===== src/rtl/axi4_banked_burst_ram.sv =====
// Multi-bank AXI4 slave memory back end.
// The AXI front end reports burst starts and handshaked beats. This block then walks the
// FIXED/INCR/WRAP address sequence, decodes each address to a bank and word, applies byte
// strobes on writes and returns registered read data. A write and a read that hit the same
// word in the same cycle are forwarded, so the read sees the new bytes.
// Beats that address a bank beyond USER_NUM_MEM are flagged; their writes are dropped.
module axi4_banked_burst_ram #(
    parameter int C_S_AXI_ADDR_WIDTH = 10,
    parameter int C_S_AXI_DATA_WIDTH = 32,
    parameter int OPT_MEM_ADDR_BITS  = 3,
    parameter int USER_NUM_MEM       = 4
) (
    input  logic                              S_AXI_ACLK,
    input  logic                              S_AXI_ARESETN,
    input  logic                              wr_start,
    input  logic [C_S_AXI_ADDR_WIDTH-1:0]     S_AXI_AWADDR,
    input  logic [7:0]                        S_AXI_AWLEN,
    input  logic [1:0]                        S_AXI_AWBURST,
    input  logic                              S_AXI_WVALID,
    input  logic                              axi_wready,
    input  logic [C_S_AXI_DATA_WIDTH-1:0]     S_AXI_WDATA,
    input  logic [C_S_AXI_DATA_WIDTH/8-1:0]   S_AXI_WSTRB,
    input  logic                              rd_start,
    input  logic [C_S_AXI_ADDR_WIDTH-1:0]     S_AXI_ARADDR,
    input  logic [7:0]                        S_AXI_ARLEN,
    input  logic [1:0]                        S_AXI_ARBURST,
    input  logic                              rd_beat_req,
    output logic [C_S_AXI_DATA_WIDTH-1:0]     axi_rdata,
    output logic                              rd_data_valid,
    output logic                              rd_last,
    output logic                              wr_done,
    output logic                              oob_err
);

    localparam int AW         = C_S_AXI_ADDR_WIDTH;
    localparam int DW         = C_S_AXI_DATA_WIDTH;
    localparam int STRB_W     = DW / 8;
    localparam int SIZE_BYTES = STRB_W;
    localparam int ADDR_LSB   = $clog2(STRB_W);
    localparam int WORD_BITS  = OPT_MEM_ADDR_BITS + 1;
    localparam int WORDS      = 2 ** WORD_BITS;
    localparam int BANK_BITS  = (USER_NUM_MEM > 1) ? $clog2(USER_NUM_MEM) : 1;

    localparam logic [31:0] NUM_MEM_U = 32'(USER_NUM_MEM);

    localparam logic [1:0] BURST_FIXED = 2'b00;
    localparam logic [1:0] BURST_WRAP  = 2'b10;

    typedef enum logic {W_IDLE, W_ACTIVE} wstate_t;
    typedef enum logic {R_IDLE, R_ACTIVE} rstate_t;

    // Next beat address. WRAP is honoured only for the legal lengths 2/4/8/16 beats;
    // other WRAP lengths step like INCR. Reserved burst type 11 also steps like INCR.
    function automatic logic [AW-1:0] stepAddr(input logic [AW-1:0] addr,
                                               input logic [7:0]    len,
                                               input logic [1:0]    burst);
        logic [AW-1:0] incr;
        logic [AW-1:0] mask;
        logic [AW-1:0] result;
        incr   = addr + AW'(SIZE_BYTES);
        mask   = AW'(((32'(len) + 32'd1) * 32'(SIZE_BYTES)) - 32'd1);
        result = incr;
        if (burst == BURST_FIXED) begin
            result = addr;
        end else if ((burst == BURST_WRAP) &&
                     ((len == 8'd1) || (len == 8'd3) || (len == 8'd7) || (len == 8'd15))) begin
            result = (addr & ~mask) | (incr & mask);
        end
        return result;
    endfunction

    // Storage: one word array per bank. There is no reset, so contents survive ARESETN.
    logic [DW-1:0] mem [USER_NUM_MEM][WORDS];

    // Write burst state
    wstate_t         wState_q, wState_d;
    logic [AW-1:0]   wAddr_q,  wAddr_d;
    logic [7:0]      wLen_q,   wLen_d;
    logic [1:0]      wBurst_q, wBurst_d;
    logic [7:0]      wCnt_q,   wCnt_d;
    logic            wrDone_q, wrDone_d;

    // Read burst state
    rstate_t         rState_q, rState_d;
    logic [AW-1:0]   rAddr_q,  rAddr_d;
    logic [7:0]      rLen_q,   rLen_d;
    logic [1:0]      rBurst_q, rBurst_d;
    logic [7:0]      rCnt_q,   rCnt_d;
    logic            rdValid_q, rdValid_d;
    logic            rdLast_q,  rdLast_d;
    logic [DW-1:0]   rdData_q,  rdData_d;

    logic            oobErr_q, oobErr_d;

    // Beat qualification and address decode
    logic                  wBeat;
    logic                  rReq;
    logic [WORD_BITS-1:0]  wWord, rWord;
    logic [BANK_BITS-1:0]  wBank, rBank, rBankSafe;
    logic                  wOob, rOob;
    logic                  collide;
    logic [DW-1:0]         rdMerged;

    // A beat arriving on the reset edge must not reach the RAM, so the reset gates the write beat.
    assign wBeat = S_AXI_ARESETN && (wState_q == W_ACTIVE) && S_AXI_WVALID && axi_wready;
    assign rReq  = (rState_q == R_ACTIVE) && rd_beat_req;

    assign wWord = wAddr_q[ADDR_LSB +: WORD_BITS];
    assign wBank = wAddr_q[ADDR_LSB + WORD_BITS +: BANK_BITS];
    assign rWord = rAddr_q[ADDR_LSB +: WORD_BITS];
    assign rBank = rAddr_q[ADDR_LSB + WORD_BITS +: BANK_BITS];

    assign wOob = ({{(32-BANK_BITS){1'b0}}, wBank} >= NUM_MEM_U);
    assign rOob = ({{(32-BANK_BITS){1'b0}}, rBank} >= NUM_MEM_U);

    // An out-of-range read still indexes a real bank; its data is discarded afterwards.
    assign rBankSafe = rOob ? '0 : rBank;

    assign collide = wBeat && !wOob && !rOob && (wBank == rBank) && (wWord == rWord);

    // Write-first forwarding: strobed bytes of a colliding write replace the stored bytes.
    always_comb begin
        rdMerged = mem[rBankSafe][rWord];
        if (collide) begin
            for (int b = 0; b < STRB_W; b++) begin
                if (S_AXI_WSTRB[b]) begin
                    rdMerged[b*8 +: 8] = S_AXI_WDATA[b*8 +: 8];
                end
            end
        end
    end

    // RAM write port with per-byte enables. Out-of-range beats are dropped.
    always_ff @(posedge S_AXI_ACLK) begin
        if (wBeat && !wOob) begin
            for (int b = 0; b < STRB_W; b++) begin
                if (S_AXI_WSTRB[b]) begin
                    mem[wBank][wWord][b*8 +: 8] <= S_AXI_WDATA[b*8 +: 8];
                end
            end
        end
    end

    // Write FSM: latch a burst, step the address on each beat and pulse done after the last beat.
    always_comb begin
        wState_d = wState_q;
        wAddr_d  = wAddr_q;
        wLen_d   = wLen_q;
        wBurst_d = wBurst_q;
        wCnt_d   = wCnt_q;
        wrDone_d = 1'b0;
        case (wState_q)
            W_IDLE: begin
                if (wr_start) begin
                    wState_d = W_ACTIVE;
                    wAddr_d  = S_AXI_AWADDR;
                    wLen_d   = S_AXI_AWLEN;
                    wBurst_d = S_AXI_AWBURST;
                    wCnt_d   = 8'd0;
                end
            end
            W_ACTIVE: begin
                if (wBeat) begin
                    wAddr_d = stepAddr(wAddr_q, wLen_q, wBurst_q);
                    wCnt_d  = wCnt_q + 8'd1;
                    if (wCnt_q == wLen_q) begin
                        wState_d = W_IDLE;
                        wrDone_d = 1'b1;
                    end
                end
            end
            default: wState_d = W_IDLE;
        endcase
    end

    // Read FSM: each request produces one registered beat, and the last beat flags rd_last.
    always_comb begin
        rState_d  = rState_q;
        rAddr_d   = rAddr_q;
        rLen_d    = rLen_q;
        rBurst_d  = rBurst_q;
        rCnt_d    = rCnt_q;
        rdValid_d = rReq;
        rdLast_d  = 1'b0;
        rdData_d  = (rReq && !rOob) ? rdMerged : '0;
        case (rState_q)
            R_IDLE: begin
                if (rd_start) begin
                    rState_d = R_ACTIVE;
                    rAddr_d  = S_AXI_ARADDR;
                    rLen_d   = S_AXI_ARLEN;
                    rBurst_d = S_AXI_ARBURST;
                    rCnt_d   = 8'd0;
                end
            end
            R_ACTIVE: begin
                if (rReq) begin
                    rAddr_d = stepAddr(rAddr_q, rLen_q, rBurst_q);
                    rCnt_d  = rCnt_q + 8'd1;
                    if (rCnt_q == rLen_q) begin
                        rState_d = R_IDLE;
                        rdLast_d = 1'b1;
                    end
                end
            end
            default: rState_d = R_IDLE;
        endcase
    end

    // Out-of-range flag for any write beat or read beat that addresses a missing bank.
    always_comb begin
        oobErr_d = (wBeat && wOob) || (rReq && rOob);
    end

    // Write-side state register
    always_ff @(posedge S_AXI_ACLK) begin
        if (!S_AXI_ARESETN) begin
            wState_q <= W_IDLE;
            wAddr_q  <= '0;
            wLen_q   <= 8'd0;
            wBurst_q <= 2'b00;
            wCnt_q   <= 8'd0;
            wrDone_q <= 1'b0;
        end else begin
            wState_q <= wState_d;
            wAddr_q  <= wAddr_d;
            wLen_q   <= wLen_d;
            wBurst_q <= wBurst_d;
            wCnt_q   <= wCnt_d;
            wrDone_q <= wrDone_d;
        end
    end

    // Read-side state register and registered read outputs
    always_ff @(posedge S_AXI_ACLK) begin
        if (!S_AXI_ARESETN) begin
            rState_q  <= R_IDLE;
            rAddr_q   <= '0;
            rLen_q    <= 8'd0;
            rBurst_q  <= 2'b00;
            rCnt_q    <= 8'd0;
            rdValid_q <= 1'b0;
            rdLast_q  <= 1'b0;
            rdData_q  <= '0;
            oobErr_q  <= 1'b0;
        end else begin
            rState_q  <= rState_d;
            rAddr_q   <= rAddr_d;
            rLen_q    <= rLen_d;
            rBurst_q  <= rBurst_d;
            rCnt_q    <= rCnt_d;
            rdValid_q <= rdValid_d;
            rdLast_q  <= rdLast_d;
            rdData_q  <= rdData_d;
            oobErr_q  <= oobErr_d;
        end
    end

    assign axi_rdata     = rdData_q;
    assign rd_data_valid = rdValid_q;
    assign rd_last       = rdLast_q;
    assign wr_done       = wrDone_q;
    assign oob_err       = oobErr_q;

endmodule


===== config.mk =====
export PLATFORM = sky130hd
export DESIGN_NAME = axi4_banked_burst_ram
export DESIGN_NICKNAME = d
export VERILOG_FILES = /design/src/rtl/axi4_banked_burst_ram.sv
export SDC_FILE = /design/constraint.sdc
export NUM_CORES = 2
export LEC_CHECK = 0
export BUFFER_PORTS_ARGS = -buffer_cell sky130_fd_sc_hd__clkbuf_2
export CAP_MARGIN = 20
export CORE_UTILIZATION = 30
export DETAILED_ROUTE_END_ITERATION = 16
export GPL_TIMING_DRIVEN = 1
export SLEW_MARGIN = 40
export SYNTH_ARGS = -nofsm -noshare
export SYNTH_HDL_FRONTEND = slang
export SYNTH_SLANG_ARGS = --single-unit

===== constraint.sdc =====
create_clock -name S_AXI_ACLK -period 6.4 [get_ports S_AXI_ACLK]
set_clock_uncertainty 0.15 [all_clocks]
set_input_delay 0.64 -clock S_AXI_ACLK [delete_from_list [all_inputs] [get_ports S_AXI_ACLK]]
set_output_delay 0.64 -clock S_AXI_ACLK [all_outputs]
set_load 0.005 [all_outputs]

==> impl_metrics.yaml <==
sta:
  whs_ps: 56.3
  sum_of_negative_setup_slack_ps: 0
  grt_setup_unrepaired: "false"
  period_minus_slack_ps: 4020
  timing.max_slew.rel_slack_pct: 36.9
  count_of_final_setup_violators: 0
  setup_slack_ps: 2380
  hold_viol_final: 0
  timing.fmax_mhz: 249
  worst_slew_pin_slew_ps: 943
  report.final.slew_viol_count: 0
  final.period_utilization_pct: 62.8
cts:
  clock_latency_ps: 850
  h-tree-depth: 4
  clk_path_buf_depth: 3
  tritoncts: "yes"
  post-cts-setup-buffers: 0
  numCtsBuffers: 211
  cts-root-buf: "clkbuf_16"
  clk_pin_slew_ps: 60
  clock_sink_count: 2135
yosys:
  synth_top_cell_area_share_pct: 73.7
  synthDistinctLibCells: 63
  netlist.top_cell.by_area: "edfxtp_1"
  yosys_warnings: 0
  synth_cells: 4261
  proportion_of_synthesized_chip_area_in_sequential_cells_pct: 75.8
  synthMostInstantiatedCell: "edfxtp_1"
  synth_area_leaders: "edfxtp_1, mux4_2, mux2i_1"
  ys_dominant_reg_cell: "edfxtp_1"
  synth-edff-count: 2048
  number_of_register_bits_inferred_by_synthesis: 2135
  syn_nets: 4356
  async_reset_ff_share_pct: 0
  post_synth_instance_area_sq_um: 83400
  synth.cells.most_frequent: "edfxtp_1, mux4_2, nor2_1"
  syn-mean-instance-area_sq_um: 19.6
route:
  drtAntennaViolNets: 0
  detail_route.wl_per_cell_microns: 25.2
  viasPerCell: 5.00
  vias: 41800
  drt_iter0_drc: 4826
  drtPass1Iterations: 6
  route.detailed.drc: 0
  route.final.wire_length_microns: 211000
place:
  dp_hpwl_microns: 122000
  place.gp.congestion: 0.793
  port_buffers: 109
  dp_worst_setup_slack_ps: 2160
global_routing:
  via_count_of_the_first_global_routing_pass: 41900
  globalRoute.totalOverflow: 0
  grt_use_total_pct: 14.8
  wire_length_of_the_first_global_routing_pass_microns: 301000
  grt_antenna_before_repair: 10
  grt_max_degree: 112
job:
  maxCapViolations: 0
final_layout:
  finalNetCount: 4563
  drive_above_1_share_pct: 22.4
  flow.area_growth_from_synthesis_pct: 14.7
  n_fill_cell: 25600
die:
  placeableCoreArea_sq_um: 276000
  die-area_sq_um: 280000
  io_pins: 119
  fp.dieH_microns: 529
  initial_standard_cell_utilization_of_the_core_pct: 30.2
  row_count: 193
  chipWidth_microns: 529
setup_path:
  path_cells: "clkinv_1, nor3_2, buf_4, and2_1, buf_4, nand2_1, nor2_1"
  critPathArrivalTime_ps: 4350
  path_class: "reg2reg"
  critical-path-max-stage-delay_ps: 720
  critical_path_required_ps: 6730
  crit_top_cell: "buf_4"
  cpMaxStageDelayCell: "dfxtp_1"
  worst-path-max-fanout: 18
  worst_setup_path_start_kind: "flip-flop"
  end_kind: "flip-flop"
power:
  vdd.ir_drop.worst_mv: 0.259
  powerDensity_nw_per_um2: 308
  p_leak_nw: 28.7
hold_path:
  min-delay-path-class: "in2reg"
status:
  status: "finished, final reports clean"
state kept, by name, summed over array words and instances, names as in the netlist, 2 cells and up, named ones only:
register,flops
wCnt_q,8
rCnt_q,8
mem,2048
rBurst_q,2
rAddr_q,3
wBurst_q,2
rLen_q,8
axi_rdata,32
wLen_q,8
worst paths after layout:
kind,startpoint,endpoint,slack [ps],depth (start not counted)
worst max-delay path,wState_q$_SDFF_PN0_,mem[2][73]$_DFFE_PP_,2380,7
worst min-delay path,S_AXI_AWADDR[4],flip-flop,60,4
worst max register to register,wState_q$_SDFF_PN0_,mem[2][73]$_DFFE_PP_,2380,7
worst min register to register,wBurst_q[0]$_SDFFE_PN0P_,wBurst_q[0]$_SDFFE_PN0P_,330,2
stage by stage:
step           utilization (%)  total power [mW]  instances  instance area (sq um)
2_1_floorplan                -              16.7       4261                  83400
3_3_place_gp              31.9              17.6       7923                  88300
3_5_place_dp              32.0              17.6       7927                  88400
4_1_cts                   34.5              29.7       8350                  95500
5_1_grt                   34.6              30.3       8359                  95700
6_report                  34.6              29.5       8363                  95700
area by class of cell:
class	instances	area [sq um]	area share, %
flip-flops and latches	2135	63300	66.1
diodes	8	20.0	0.0209
clock inverters	114	1070	1.11
well taps	3705	4640	4.84
inverters	13	48.8	0.0510
repair buffers	237	1840	1.93
clock buffers	281	5720	5.97
multi-input cells	1870	19100	20.0
power breakdown:
group,total [mW],leakage (nW),internal [mW],switching [mW]
registers,15.4,19.1,15.3,0.0775
logic,1.93,6.28,0.674,1.26
clock network,12.2,3.31,6.86,5.30
total,29.5,28.7,22.9,6.63
layout by cell type (no fill, tap or decap), drive strengths merged, types with 10 or more instances in the layout:
master       instances
edfxtp            2048
mux4               449
clkbuf             390
nor2               295
mux2i              247
nand2              212
buf                100
nand3               87
dfxtp               87
clkinv              87
a21oi               86
o21ai               66
a22oi               63
o22ai               45
a211oi              42
o221ai              32
and2                30
dlygate4sd3         28
xnor2               26
inv                 21
nand4               16
nor3                15
bufinv              14
o211ai              13
and3                13
ha                  12
nor2b               12
xor2                11
a221oi              10
metal layers:
metal	track usage, %	vias up	wire, microns
met5	0	-	13
met4	4.60	2	5990
met3	2.57	272	14500
met2	24.6	1509	104000
met1	19.7	22200	86300
li1	-	17800	-
what timing repair did:
| action | in CTS | in global routing |
|---|---|---|
| hold buffers | 28 | 0 |
| hold endpoints to repair | 28 | 0 |
| endpoints found under the setup margin | 0 | 0 |
| resized for setup | 0 | 0 |
cell families after synthesis:
kind of cell               Yosys count  synth area share [%]
adders and majority gates           12                 0.180
and+or+nand+nor                    715                  3.72
xor gates and xnor gates            37                 0.388
other                                1               0.00449
AOI/OAI and AO/OA                  408                  3.26
muxes                              697                  15.1
DFF                               2135                  75.8
buffers and inverters              256                  1.54
critical path, delay by kind of cell (launching register included):
kind / cells / cell delay (ps)
flip-flops: 1 / 720
buffers and inverters: 3 / 1110
AND/OR/NAND/NOR: 4 / 1650
(Power assumes the default switching activity.)
